==> src/rtl/pipe_stage_skid.sv <==
// Valid/ready pipeline-stage register with a 1-entry skid buffer and flush-to-bubble.
// Optional statistics counters are built only when PIPE_STAGE_STAT_EN is defined.
module pipe_stage_skid #(
  parameter int unsigned DATA_W = 160,
  parameter int unsigned CNT_W  = 32
) (
  input  logic              clk,
  input  logic              reset,
  input  logic              flush,
  input  logic              in_valid,
  output logic              in_ready,
  input  logic [DATA_W-1:0] in_data,
  output logic              out_valid,
  input  logic              out_ready,
  output logic [DATA_W-1:0] out_data,
  output logic [CNT_W-1:0]  stall_cnt,
  output logic [CNT_W-1:0]  kill_cnt
);

  typedef enum logic [1:0] {
    EMPTY = 2'd0,
    BUSY  = 2'd1,
    FULL  = 2'd2
  } state_e;

  state_e              state_q;
  logic [DATA_W-1:0]   main_q;
  logic [DATA_W-1:0]   skid_q;
  logic                out_valid_q;
  logic                in_ready_q;

  logic in_fire;
  logic out_fire;

  assign in_fire  = in_valid & in_ready_q;
  assign out_fire = out_valid_q & out_ready;

  // NOTE: payload registers are reset too, because an invalid slot must read as an all-zero NOP.
  always_ff @(posedge clk) begin
    if (reset || flush) begin
      state_q     <= EMPTY;
      main_q      <= '0;
      skid_q      <= '0;
      out_valid_q <= 1'b0;
      in_ready_q  <= 1'b1;
    end else begin
      // NOTE: sequential state uses non-blocking assignments so every flop samples pre-edge values.
      unique case (state_q)
        EMPTY: begin
          if (in_fire) begin
            main_q      <= in_data;
            out_valid_q <= 1'b1;
            state_q     <= BUSY;
          end
        end
        BUSY: begin
          if (in_fire && out_fire) begin
            main_q <= in_data;
          end else if (in_fire) begin
            skid_q     <= in_data;
            in_ready_q <= 1'b0;
            state_q    <= FULL;
          end else if (out_fire) begin
            main_q      <= '0;
            out_valid_q <= 1'b0;
            state_q     <= EMPTY;
          end
        end
        FULL: begin
          // in_ready is low here, so only the drain path can move.
          if (out_fire) begin
            main_q     <= skid_q;
            skid_q     <= '0;
            in_ready_q <= 1'b1;
            state_q    <= BUSY;
          end
        end
        default: begin
          state_q     <= EMPTY;
          main_q      <= '0;
          skid_q      <= '0;
          out_valid_q <= 1'b0;
          in_ready_q  <= 1'b1;
        end
      endcase
    end
  end

  assign in_ready  = in_ready_q;
  assign out_valid = out_valid_q;
  assign out_data  = main_q;

`ifdef PIPE_STAGE_STAT_EN
  logic [CNT_W-1:0] stall_cnt_q, stall_cnt_d;
  logic [CNT_W-1:0] kill_cnt_q,  kill_cnt_d;
  logic             stall_evt;
  logic             kill_evt;

  assign stall_evt = out_valid_q & ~out_ready & ~flush;
  // The skid holds a beat exactly when in_ready is low.
  assign kill_evt  = flush & (out_valid_q | ~in_ready_q);

  // NOTE: every always_comb output gets a default first so no latch is inferred.
  always_comb begin
    stall_cnt_d = stall_cnt_q;
    kill_cnt_d  = kill_cnt_q;
    if (stall_evt && (stall_cnt_q != '1)) stall_cnt_d = stall_cnt_q + 1'b1;
    if (kill_evt  && (kill_cnt_q  != '1)) kill_cnt_d  = kill_cnt_q + 1'b1;
  end

  always_ff @(posedge clk) begin
    if (reset) begin
      stall_cnt_q <= '0;
      kill_cnt_q  <= '0;
    end else begin
      stall_cnt_q <= stall_cnt_d;
      kill_cnt_q  <= kill_cnt_d;
    end
  end

  assign stall_cnt = stall_cnt_q;
  assign kill_cnt  = kill_cnt_q;
`else
  assign stall_cnt = '0;
  assign kill_cnt  = '0;
`endif

endmodule

==> config.mk <==
export PLATFORM = sky130hd
export DESIGN_NAME = pipe_stage_skid
export DESIGN_NICKNAME = d
export VERILOG_FILES = /design/src/rtl/pipe_stage_skid.sv
export SDC_FILE = /design/constraint.sdc
export NUM_CORES = 1
export LEC_CHECK = 0
export ABC_CLOCK_PERIOD_IN_PS = 2000
export CELL_PAD_IN_SITES_DETAIL_PLACEMENT = 0
export CELL_PAD_IN_SITES_GLOBAL_PLACEMENT = 2
export CORE_UTILIZATION = 28
export DETAILED_ROUTE_END_ITERATION = 16
export GPL_ROUTABILITY_DRIVEN = 0
export PLACE_DENSITY_LB_ADDON = 0.1
export SYNTH_ARGS = -nofsm -noshare
export SYNTH_HDL_FRONTEND = slang
export SYNTH_SLANG_ARGS = --single-unit
==> constraint.sdc <==
create_clock -name clk -period 2 [get_ports clk]
set_clock_uncertainty 0.15 [all_clocks]
set_input_delay 0.5 -clock clk [delete_from_list [all_inputs] [get_ports clk]]
set_output_delay 0.5 -clock clk [all_outputs]
set_load 0.03 [all_outputs]
## Word level (Yosys, flattened, before mapping)

Cells that the tools add are included.

- Bits in registers: 324
- Bits of input ports: 165
- Output and inout bits: 226
- Word-level logic and storage cells: 50

- Equal/unequal tests: 11
- Mux-type cells: 23
- Bitwise gates (word level): 4
- Reduce and logical (&&, ||, !) cells: 7

Operators with widths:

| kind | number |
|---|---|
| 2-to-1 mux 160 bit | 6 |
| one-hot mux 160 bit (3 select lines) | 2 |
| != test 2 bit (second input constant) | 6 |
| AND reduction 4 bit | 3 |
| 2-to-1 mux 2 bit | 5 |
| != test 3 bit (second input constant) | 3 |
| 2-to-1 mux 1 bit | 7 |
| one-hot mux 1 bit (3 select lines) | 2 |
| one-hot mux 2 bit (3 select lines) | 1 |
| AND reduction 5 bit | 1 |
| bitwise AND 1 bit | 2 |
| == test 2 x 1 -> 1 bit (second input constant) | 1 |
| == test 2 bit (second input constant) | 1 |
| zero test 2 bit | 1 |
| NOT 1 bit | 2 |
| logical AND 1 bit | 1 |
| logical OR 1 bit | 1 |

## Longest topological paths before layout

Gate-level depths: netlist (run 1).

- Depth after elaboration: 5
- Depth in mapped cells: 8
- Mapped depth without buffers: 4

## Worst setup path before layout (run 1)

Ideal clock, no wire load.

- Path kind: flip-flop to flip-flop
- Start point: register in_ready_q (netlist: in_ready)
- End point: register main_q[10] (netlist: out_data[10])
- Library setup time: 0.128 ns
- Arrival time: 1.607 ns
- Data required time: 1.722 ns
- Slack: 0.116 ns
- Cell stages (with the launch flop): 8
- Path buffers: 3
- Clock period less this slack: 1.884 ns
- Cells stage by stage: dfxtp_1 -> nand2_1 -> a22o_1 -> buf_6 -> buf_6 -> buf_6 -> a222oi_1 -> nor2_1

- Cells in the longest elaborated chain, start to end: 4
- Elaborated cells on any way between the ends: 8
- Those cells by class: eq/ne (3); mux (2); bitwise (1); reduce/logical (2)

RTL lines:

| element | line | source |
|---|---|---|
| start: declaration | 30 | `logic in_ready_q;` |
| start signal: assignment | 45 | `in_ready_q <= 1'b1;` |
| start signal: assignment | 61 | `in_ready_q <= 1'b0;` |
| start signal: assignment | 74 | `in_ready_q <= 1'b1;` |
| bitwise AND 1 bit (*) | 35 | `assign in_fire = in_valid & in_ready_q;` |
| logical AND 1 bit | 57 | `if (in_fire && out_fire) begin` |
| != test 3 bit (no source line) or 2-to-1 mux 160 bit (tied branches) | - |  |
| AND reduction 4 bit (no source line) or one-hot mux 160 bit (3 select lines) (tied branches) | - |  |
| end signal: assignment | 51 | `main_q <= in_data;` |
| end signal: assignment | 58 | `main_q <= in_data;` |
| end signal: assignment | 72 | `main_q <= skid_q;` |
| end: declaration | 27 | `logic [DATA_W-1:0] main_q;` |

Mark *: on every way between the ends. The rest lies on a longest branch, timed or not.
A chain may end at the register's enable or synchronous reset.

## Worst setup path in the final report (run 1)

- Start point: register main_q[9] (netlist: out_data[9])
- End point: output out_data[9]

RTL lines:

| element | line | source |
|---|---|---|
| end: declaration | 15 | `output logic [DATA_W-1:0] out_data,` |

No word-level cell between the ends.

==> flow_summary.yaml, run 1 <==
run_status:
  status: "finished, final reports clean"
timing:
  slew_violations: 0
  setup_viol: 0
  rsz0062_at_grt: "no"
  min_period_ns: 1.96
  setup_ws_ns: 0.0360
  setup_tns_ns: 0
  period_share_pct: 98.2
  hold_viol: 0
  max_freq_ghz: 0.509
global_routing:
  grt_pass1_vias: 11100
  antenna_found_initial: 4
  grt_max_degree: 60
  gr-total-overflow: 0
  grt_util_all_layers_pct: 18.0
  grt_pass1_wl_microns: 66600
logic_synthesis:
  synthCells: 1347
  synth_area_sq_um: 13000
  ys_ff_latch: 324
  yosysMostFrequentCell: "dfxtp_1"
  synth_commonest_cells: "dfxtp_1 (324), nand2_1 (323), nor2_1 (163), a222oi_1 (160), mux2i_1 (160)"
  synthTopCellsByArea: "dfxtp_1 (50%), a222oi_1 (12%), mux2i_1 (12%)"
  synth_warnings: 0
  synth_edf_count: 0
  ys_types: 28
  synthFlopType: "dfxtp_1"
  synth_seq_area_share_pct: 50.0
  synth_top_cell_area_share_pct: 50.0
  async_flop_share_pct: 0
  yosysTopAreaCell: "dfxtp_1"
  avgSynthCellArea_sq_um: 9.64
detailed_routing:
  routed_via_density: 4.91
  routedWlPerCell_microns: 19.2
  drt_wl_total_microns: 44000
  drtIter0Drc: 1329
  drc: 0
  antenna_left: 0
  drtPass1Iterations: 7
  vias: 11300
clocking:
  htreeDepth: 2
  clk_latency_ns: 0.54
  cts.clk_slew.worst_paths_ns: 0.06
  cts-root-buf: "clkbuf_16"
  cts_tree: "built"
  numCtsBuffers: 39
  cts_buffer_depth: 3
  cts_sinks: 324
floorplanning:
  die_w_microns: 217
  core.rowCount: 78
  core_area_sq_um: 45600
  start_util_pct: 28.5
  die-area_sq_um: 47200
  io_pins: 391
  die_height_microns: 217
power_and_ir_drop:
  p_per_area_nw_per_um2: 871
  p_leak_uw: 0.00782
  peakVddDrop_v: 0.000521
  fin_total_pwr_uw: 15900
layout:
  drive_gt1_share_pct: 10.1
  finalNonFillerCells: 2292
  num-nets-final: 1825
  postLayoutCoreUtil_pct: 40.1
  fillers: 4594
  area_growth_pct: 40.8
critical_path:
  critPathTopFamily: "buffers and inverters"
  critPathKind: "register to output port"
  cp_data_arrival_time_ns: 1.31
  cp-start-kind: "register"
  cp.depth: 1
  crit_buf_inv: 1
  reg2regPathDepth: 5
  crit_path_end_kind: "output port"
  crit_path_max_fanout: 2
  slowest_stage: "dlygate4sd2_1"
  critical-path-max-stage-delay_ns: 0.44
  cp.required_ns: 1.35
  worstPathCellList: "dlygate4sd2_1"
place:
  placedCellCount: 2219
  pre_cts_slack_ns: -0.359
  hpwl_microns: 28300
  port_buffers: 326
flow_run:
  maxCapViolCount: 0
hold_path:
  holdPathStages: 2
  hold_class: "register to register"
## path summary, 6_finish.rpt
| path | from | endpoint | slack [ns] |
|---|---|---|---|
| worst min register to register | skid_q[1]$_SDFFE_PP0P_ | skid_q[1]$_SDFFE_PP0P_ | 0.31 |
| worst min-delay path | skid_q[1]$_SDFFE_PP0P_ | skid_q[1]$_SDFFE_PP0P_ | 0.31 |
| worst max register to register | state_q[1]$_SDFFE_PP0P_ | out_data[20]$_SDFFE_PP0P_ | 0.20 |
| worst max-delay path | out_data[9]$_SDFFE_PP0P_ | out_data[9] | 0.04 |
## registers in the layout, summed over array words and instances, names as in the netlist
signal,count
out_data,160
out_valid,1
state_q,2
in_ready,1
skid_q,160
## logic make-up after synthesis
group           Yosys count  synth area share [%]
compound gates          170                  12.8
xor+xnor                  1                0.0675
buf+inv                 190                  9.91
flops                   324                  50.0
mux                     160                  12.3
other cells               1                0.0289
simple gates            501                  14.9
## layout make-up
cell class              count  area [sq um]  share of cell area [%]
diodes                      3          7.51                  0.0411
multi-input cells         896          5480                    30.0
well taps                 600           751                    4.11
clock buffers              61          1220                    6.68
clock inverters             9           101                   0.554
flip-flops and latches    324          6490                    35.5
repair buffers            399          4230                    23.2
## tightest hold or removal path: stages, from the launching register on
cell and delay, ns:
dfxtp_1 0.31, nand2_1 0.05, mux2i_1 0.05
## stage by stage
stage	hold WS, ns	instance area, sq um
4_1_cts	0.311	18300
5_1_grt	0.321	18300
2_1_floorplan	0.288	13200
3_5_place_dp	0.303	17100
6_report	0.308	18300
3_3_place_gp	0.294	17100
## placed cells by master, fill, tap and decap left out, types with 4 or more instances in the layout
master / netlist / routed
clkbuf_8: 0 / 12
clkdlybuf4s50_1: 0 / 164
clkdlybuf4s15_2: 0 / 15
nor2_1: 163 / 163
a222oi_1: 160 / 160
clkbuf_2: 0 / 11
dfxtp_1: 324 / 324
clkbuf_16: 0 / 41
clkinv_2: 0 / 5
buf_12: 0 / 45
clkdlybuf4s15_1: 0 / 54
clkbuf_1: 59 / 8
mux2i_1: 160 / 160
nand2_1: 323 / 323
conb_1: 1 / 64
dlygate4sd2_1: 0 / 81
buf_4: 76 / 28
a21oi_1: 4 / 4
## metal layers
layer  share of wire (%)  GRT usage (%)  vias up
li1                    -              -     5310
met5               0.059              0        -
met1                  44           24.2     5493
met4                 2.1           5.85        4
met2                  46           28.4      394
met3                 7.1           4.21       59
## repair_timing
item | CTS | global route
hold buffers | 0 | 0
hold endpoints to repair | 0 | 0
gates resized for setup | 240 | 32
setup buffers | 0 | 0
setup endpoints to repair | 162 | 31
pin swaps | 0 | 0
## power breakdown
part           switching (uW)  total [uW]  internal (uW)
logic                    1170        2020            848
registers                72.8        6650           6570
clock network            2820        7270           4440
Power figures use the tool's default switching activity.
==> run 2, diff against run 1 <==
--- a/config.mk
+++ b/config.mk
@@ -8,6 +8,7 @@
 export ABC_CLOCK_PERIOD_IN_PS = 2000
 export CELL_PAD_IN_SITES_DETAIL_PLACEMENT = 0
 export CELL_PAD_IN_SITES_GLOBAL_PLACEMENT = 2
+export CORE_MARGIN = 5
 export CORE_UTILIZATION = 28
 export DETAILED_ROUTE_END_ITERATION = 16
 export GPL_ROUTABILITY_DRIVEN = 0
==> flow_summary.yaml, run 2 (synthesized netlist as in run 1, its figures left out) <==
layout:
  most-common-layout-cells: "dfxtp_1 (324), nand2_1 (323), clkdlybuf4s50_1 (164)"
  fillers: 4501
  drive_gt1_share_pct: 12.0
  num-nets-final: 1853
  area_growth_pct: 43.1
  layout_commonest_cell: "dfxtp_1"
  postLayoutCoreUtil_pct: 40.2
  finalNonFillerCells: 2315
global_routing:
  grt_max_degree: 34
  gr-total-overflow: 0
  antenna_found_initial: 5
  grt_util_all_layers_pct: 16.9
  grt_pass1_vias: 11000
  grt_pass1_wl_microns: 68500
timing:
  hold_viol: 0
  rsz0062_at_grt: "no"
  setup_viol: 0
  max_freq_ghz: 0.511
  slew_violations: 0
  whs_ns: 0.308
  min_period_ns: 1.96
  period_share_pct: 97.9
critical_path:
  crit_path_max_fanout: 2
  r2r-start: "state_q[1]$_SDFFE_PP0P_"
  reg2regPathDepth: 7
  regToRegEndpoint: "skid_q[72]$_SDFFE_PP0P_"
  cp_data_arrival_time_ns: 1.31
  crit_path_end_kind: "output port"
  critPathTopFamily: "buffers and inverters"
  cp-start-kind: "register"
  endpoint: "out_data[74]"
  cp.required_ns: 1.35
  critical_path.startpoint: "out_data[74]$_SDFFE_PP0P_"
  critPathKind: "register to output port"
  crit_buf_inv: 1
  slowest_stage: "dlygate4sd2_1"
  rrSetupSlack_ns: 0.12
  worstPathCellList: "dlygate4sd2_1"
  critical-path-max-stage-delay_ns: 0.44
  cp.depth: 1
clocking:
  cts_tree: "built"
  htreeDepth: 2
  cts_buffer_depth: 3
  cts-root-buf: "clkbuf_16"
  cts_sinks: 324
  numCtsBuffers: 39
  post-cts-setup-buffers: 0
  clk_latency_ns: 0.54
  cts.repair.resized: 268
  postCtsHoldBufs: 0
  cts.clk_slew.worst_paths_ns: 0.06
detailed_routing:
  routedWlPerCell_microns: 19.6
  vias: 11200
  drtIter0Drc: 1231
  drt_wl_total_microns: 45300
  drtPass1Iterations: 9
  drc: 0
  routed_via_density: 4.85
  antenna_left: 0
floorplanning:
  io_pins: 391
  core.rowCount: 79
  start_util_pct: 28.1
  die_height_microns: 225
  die_w_microns: 225
  die-area_sq_um: 50800
  core_area_sq_um: 46200
power_and_ir_drop:
  clkPwrFrac_pct: 43.4
  combPwrFrac_pct: 13.6
  p_leak_uw: 0.00791
  p_seq_share_pct: 43.0
  p_per_area_nw_per_um2: 832
  peakVddDrop_v: 0.000542
  p_sw_uw: 3990
  fin_total_pwr_uw: 15500
  internal-power_uw: 11500
  switching_share_pct: 25.8
hold_path:
  hold_class: "register to register"
run_status:
  status: "finished, final reports clean"
place:
  port_buffers: 326
  hpwl_microns: 31200
  placedCellCount: 2254
flow_run:
  maxCapViolCount: 0
run 2: changes by cell type in the layout (fill, tap and decap cells not counted), moves of 3 or more:
cell	change
buf_12	+14
buf_4	+14
clkbuf_1	-3
clkbuf_8	-4
clkdlybuf4s15_1	-3
clkdlybuf4s15_2	+15
dlygate4sd2_1	-10
run 2: metal layers:
| layer | vias to the layer above | GRT usage, % | wire [microns] | share of wire (%) |
|---|---|---|---|---|
| met5 | - | 0 | 55 | 0.12 |
| met4 | 8 | 4.74 | 832 | 1.8 |
| met3 | 60 | 4.73 | 3350 | 7.4 |
| met2 | 346 | 26.1 | 20600 | 46 |
| met1 | 5437 | 23.3 | 20400 | 45 |
| li1 | 5379 | - | - | - |
run 2: area by class of cell:
| class | count | area, sq um | area share (%) |
|---|---|---|---|
| multi-input cells | 896 | 5480 | 29.5 |
| clock buffers | 54 | 1150 | 6.22 |
| well taps | 607 | 759 | 4.09 |
| clock inverters | 6 | 32.5 | 0.175 |
| flip-flops and latches | 324 | 6490 | 34.9 |
| repair buffers | 427 | 4660 | 25.1 |
| diodes | 1 | 2.50 | 0.0135 |
run 2: how the worst min path moves through the flow:
| stage | start | end | slack (ns) | cells past startpoint |
|---|---|---|---|---|
| 3_5_place_dp | skid_q[49]$_SDFFE_PP0P_ | skid_q[49]$_SDFFE_PP0P_ | 0.30 | 2 |
| 3_3_place_gp | skid_q[76]$_SDFFE_PP0P_ | skid_q[76]$_SDFFE_PP0P_ | 0.29 | 2 |
| 6_report | skid_q[29]$_SDFFE_PP0P_ | skid_q[29]$_SDFFE_PP0P_ | 0.31 | 2 |
| 5_1_grt | skid_q[64]$_SDFFE_PP0P_ | skid_q[64]$_SDFFE_PP0P_ | 0.33 | 2 |
| 4_1_cts | skid_q[49]$_SDFFE_PP0P_ | skid_q[49]$_SDFFE_PP0P_ | 0.31 | 2 |
| 2_1_floorplan | skid_q[0]$_SDFFE_PP0P_ | skid_q[0]$_SDFFE_PP0P_ | 0.29 | 2 |
run 2: power by group through the flow:
stage	Sequential, uW	Clock, uW	Combinational, uW
finish	6650	6700	2100
global placement	6790	0	2180
floorplan	6980	0	1010
detailed placement	6790	0	2180
global route	6660	7230	2240
CTS	6650	6990	2120
run 2: tightest hold or removal path: cells and delay by family, from the launching register on:
family / cells / cell delay, ns
flip-flops: 1 / 0.31
AND/OR/NAND/NOR: 1 / 0.05
multiplexers: 1 / 0.05
run 2: stage by stage:
stage               setup slack, ns  instance area [sq um]  setup TNS, ns
CTS                      0.00000588                  18600              0
floorplan                     0.116                  13200              0
finish                       0.0425                  18600              0
global placement             -0.353                  17500         -99.71
detailed placement           -0.381                  17500        -103.05
global route               0.000113                  18600              0
==> run 3, diff against run 2 <==
--- a/config.mk
+++ b/config.mk
@@ -12,7 +12,7 @@
 export CORE_UTILIZATION = 28
 export DETAILED_ROUTE_END_ITERATION = 16
 export GPL_ROUTABILITY_DRIVEN = 0
-export PLACE_DENSITY_LB_ADDON = 0.1
+export PLACE_DENSITY_LB_ADDON = 0.05
 export SYNTH_ARGS = -nofsm -noshare
 export SYNTH_HDL_FRONTEND = slang
 export SYNTH_SLANG_ARGS = --single-unit
==> flow_summary.yaml, run 3 (synthesized netlist as in run 1, its figures left out) <==
timing:
  min_period_ns: 1.96
  hold_viol: 0
  max_freq_ghz: 0.510
  slew_violations: 0
  period_share_pct: 98.0
  setup_viol: 0
  setup_ws_ns: 0.0399
  rsz0062_at_grt: "no"
power_and_ir_drop:
  clkPwrFrac_pct: 45.6
  p_seq_share_pct: 41.6
  internal-power_uw: 11900
  peakVddDrop_v: 0.000639
  switching_share_pct: 25.5
  p_per_area_nw_per_um2: 873
  p_sw_uw: 4080
  combPwrFrac_pct: 12.8
  p_leak_uw: 0.00776
clocking:
  numCtsBuffers: 41
  post-cts-setup-buffers: 0
  htreeDepth: 2
  cts_buffer_depth: 3
  clk_latency_ns: 0.55
  cts_tree: "built"
  cts-root-buf: "clkbuf_16"
  postCtsHoldBufs: 0
  cts.clk_slew.worst_paths_ns: 0.06
  cts.repair.resized: 287
  cts_sinks: 324
floorplanning:
  core_area_sq_um: 46200
  die_w_microns: 225
  io_pins: 391
  core.rowCount: 79
  die_height_microns: 225
  start_util_pct: 28.1
  die-area_sq_um: 50800
global_routing:
  grt_pass1_wl_microns: 68500
  grt_max_degree: 61
  gr-total-overflow: 0
  grt_util_all_layers_pct: 17.0
  grt_pass1_vias: 10800
  antenna_found_initial: 7
detailed_routing:
  wl_met2_microns: 21300
  wl_met3_microns: 3660
  routedWlPerCell_microns: 20.0
  highest_layer: "met5"
  routed_via_density: 4.88
  drtPass1Iterations: 9
  antenna_left: 0
  met1Wirelength_microns: 20400
  drt_wl_total_microns: 46100
  vias: 11200
  drc: 0
  drtIter0Drc: 1256
critical_path:
  critPathTopFamily: "buffers and inverters"
  cp-start-kind: "register"
  cp.required_ns: 1.35
  worstPathCellList: "clkdlybuf4s15_1"
  crit_path_max_fanout: 2
  critPathKind: "register to output port"
  cp_data_arrival_time_ns: 1.31
  critical-path-max-stage-delay_ns: 0.39
  slowest_stage: "clkdlybuf4s15_1"
  crit_buf_inv: 1
  crit_path_end_kind: "output port"
layout:
  final_area_sq_um: 18300
  drive_gt1_share_pct: 12.8
  area_growth_pct: 41.1
  num-nets-final: 1834
  layout_commonest_cell: "dfxtp_1"
  fillers: 4535
  most-common-layout-cells: "dfxtp_1 (324), nand2_1 (323), clkdlybuf4s50_1 (164)"
place:
  port_buffers: 326
  pre_cts_slack_ns: -0.383
  dpl_cell_area_sq_um: 17200
  hpwl_microns: 30700
run_status:
  status: "finished, final reports clean"
hold_path:
  hold_class: "register to register"
flow_run:
  maxCapViolCount: 0
## run 3: cell types whose count changed in the layout (fill, tap and decap cells not counted), sizes merged
cell           change
diode              +1
dlygate4sd2       -17
buf               -19
clkdlybuf4s15      -4
clkinv             -4
clkbuf            +31
inv                +2
## run 3: final cells by class
| cell class | count | area [sq um] | area share, % |
|---|---|---|---|
| clock inverters | 4 | 30.0 | 0.164 |
| clock buffers | 66 | 1310 | 7.16 |
| flip-flops and latches | 324 | 6490 | 35.4 |
| well taps | 607 | 759 | 4.15 |
| repair buffers | 406 | 4250 | 23.2 |
| multi-input cells | 896 | 5480 | 29.9 |
| diodes | 2 | 5.00 | 0.0273 |
## run 3: layer usage
layer  up-vias  track usage (%)
met1      5469             23.1
met3        52             5.68
met4        10             3.24
met5         -                0
li1       5330                -
met2       378             26.7
## run 3: final timing paths
kind	start	end	slack, ns	cells after the start
min	skid_q[60]$_SDFFE_PP0P_	skid_q[60]$_SDFFE_PP0P_	0.31	2
max	out_data[130]$_SDFFE_PP0P_	out_data[130]	0.04	1
min reg2reg	skid_q[60]$_SDFFE_PP0P_	skid_q[60]$_SDFFE_PP0P_	0.31	2
max reg2reg	state_q[1]$_SDFFE_PP0P_	out_data[65]$_SDFFE_PP0P_	0.16	5
## run 3: power by group through the flow
stage | logic [uW] | registers (uW) | clock network [uW]
4_1_cts | 2090 | 6650 | 7590
6_report | 2060 | 6650 | 7290
2_1_floorplan | 1010 | 6980 | 0
3_3_place_gp | 2140 | 6790 | 0
3_5_place_dp | 2140 | 6790 | 0
5_1_grt | 2190 | 6660 | 7840
## run 3: metrics by stage
step	power, uW	hold slack [ns]	std cells	util [%]	TNS, ns
final	16000	0.308	2305	39.7	0
after CTS	16300	0.311	2303	39.9	0
after detailed placement	8930	0.300	2233	37.2	-108.18
after global placement	8930	0.293	2233	37.2	-108.84
after floorplan	7990	0.288	1410	-	0
after global routing	16700	0.326	2304	39.7	0
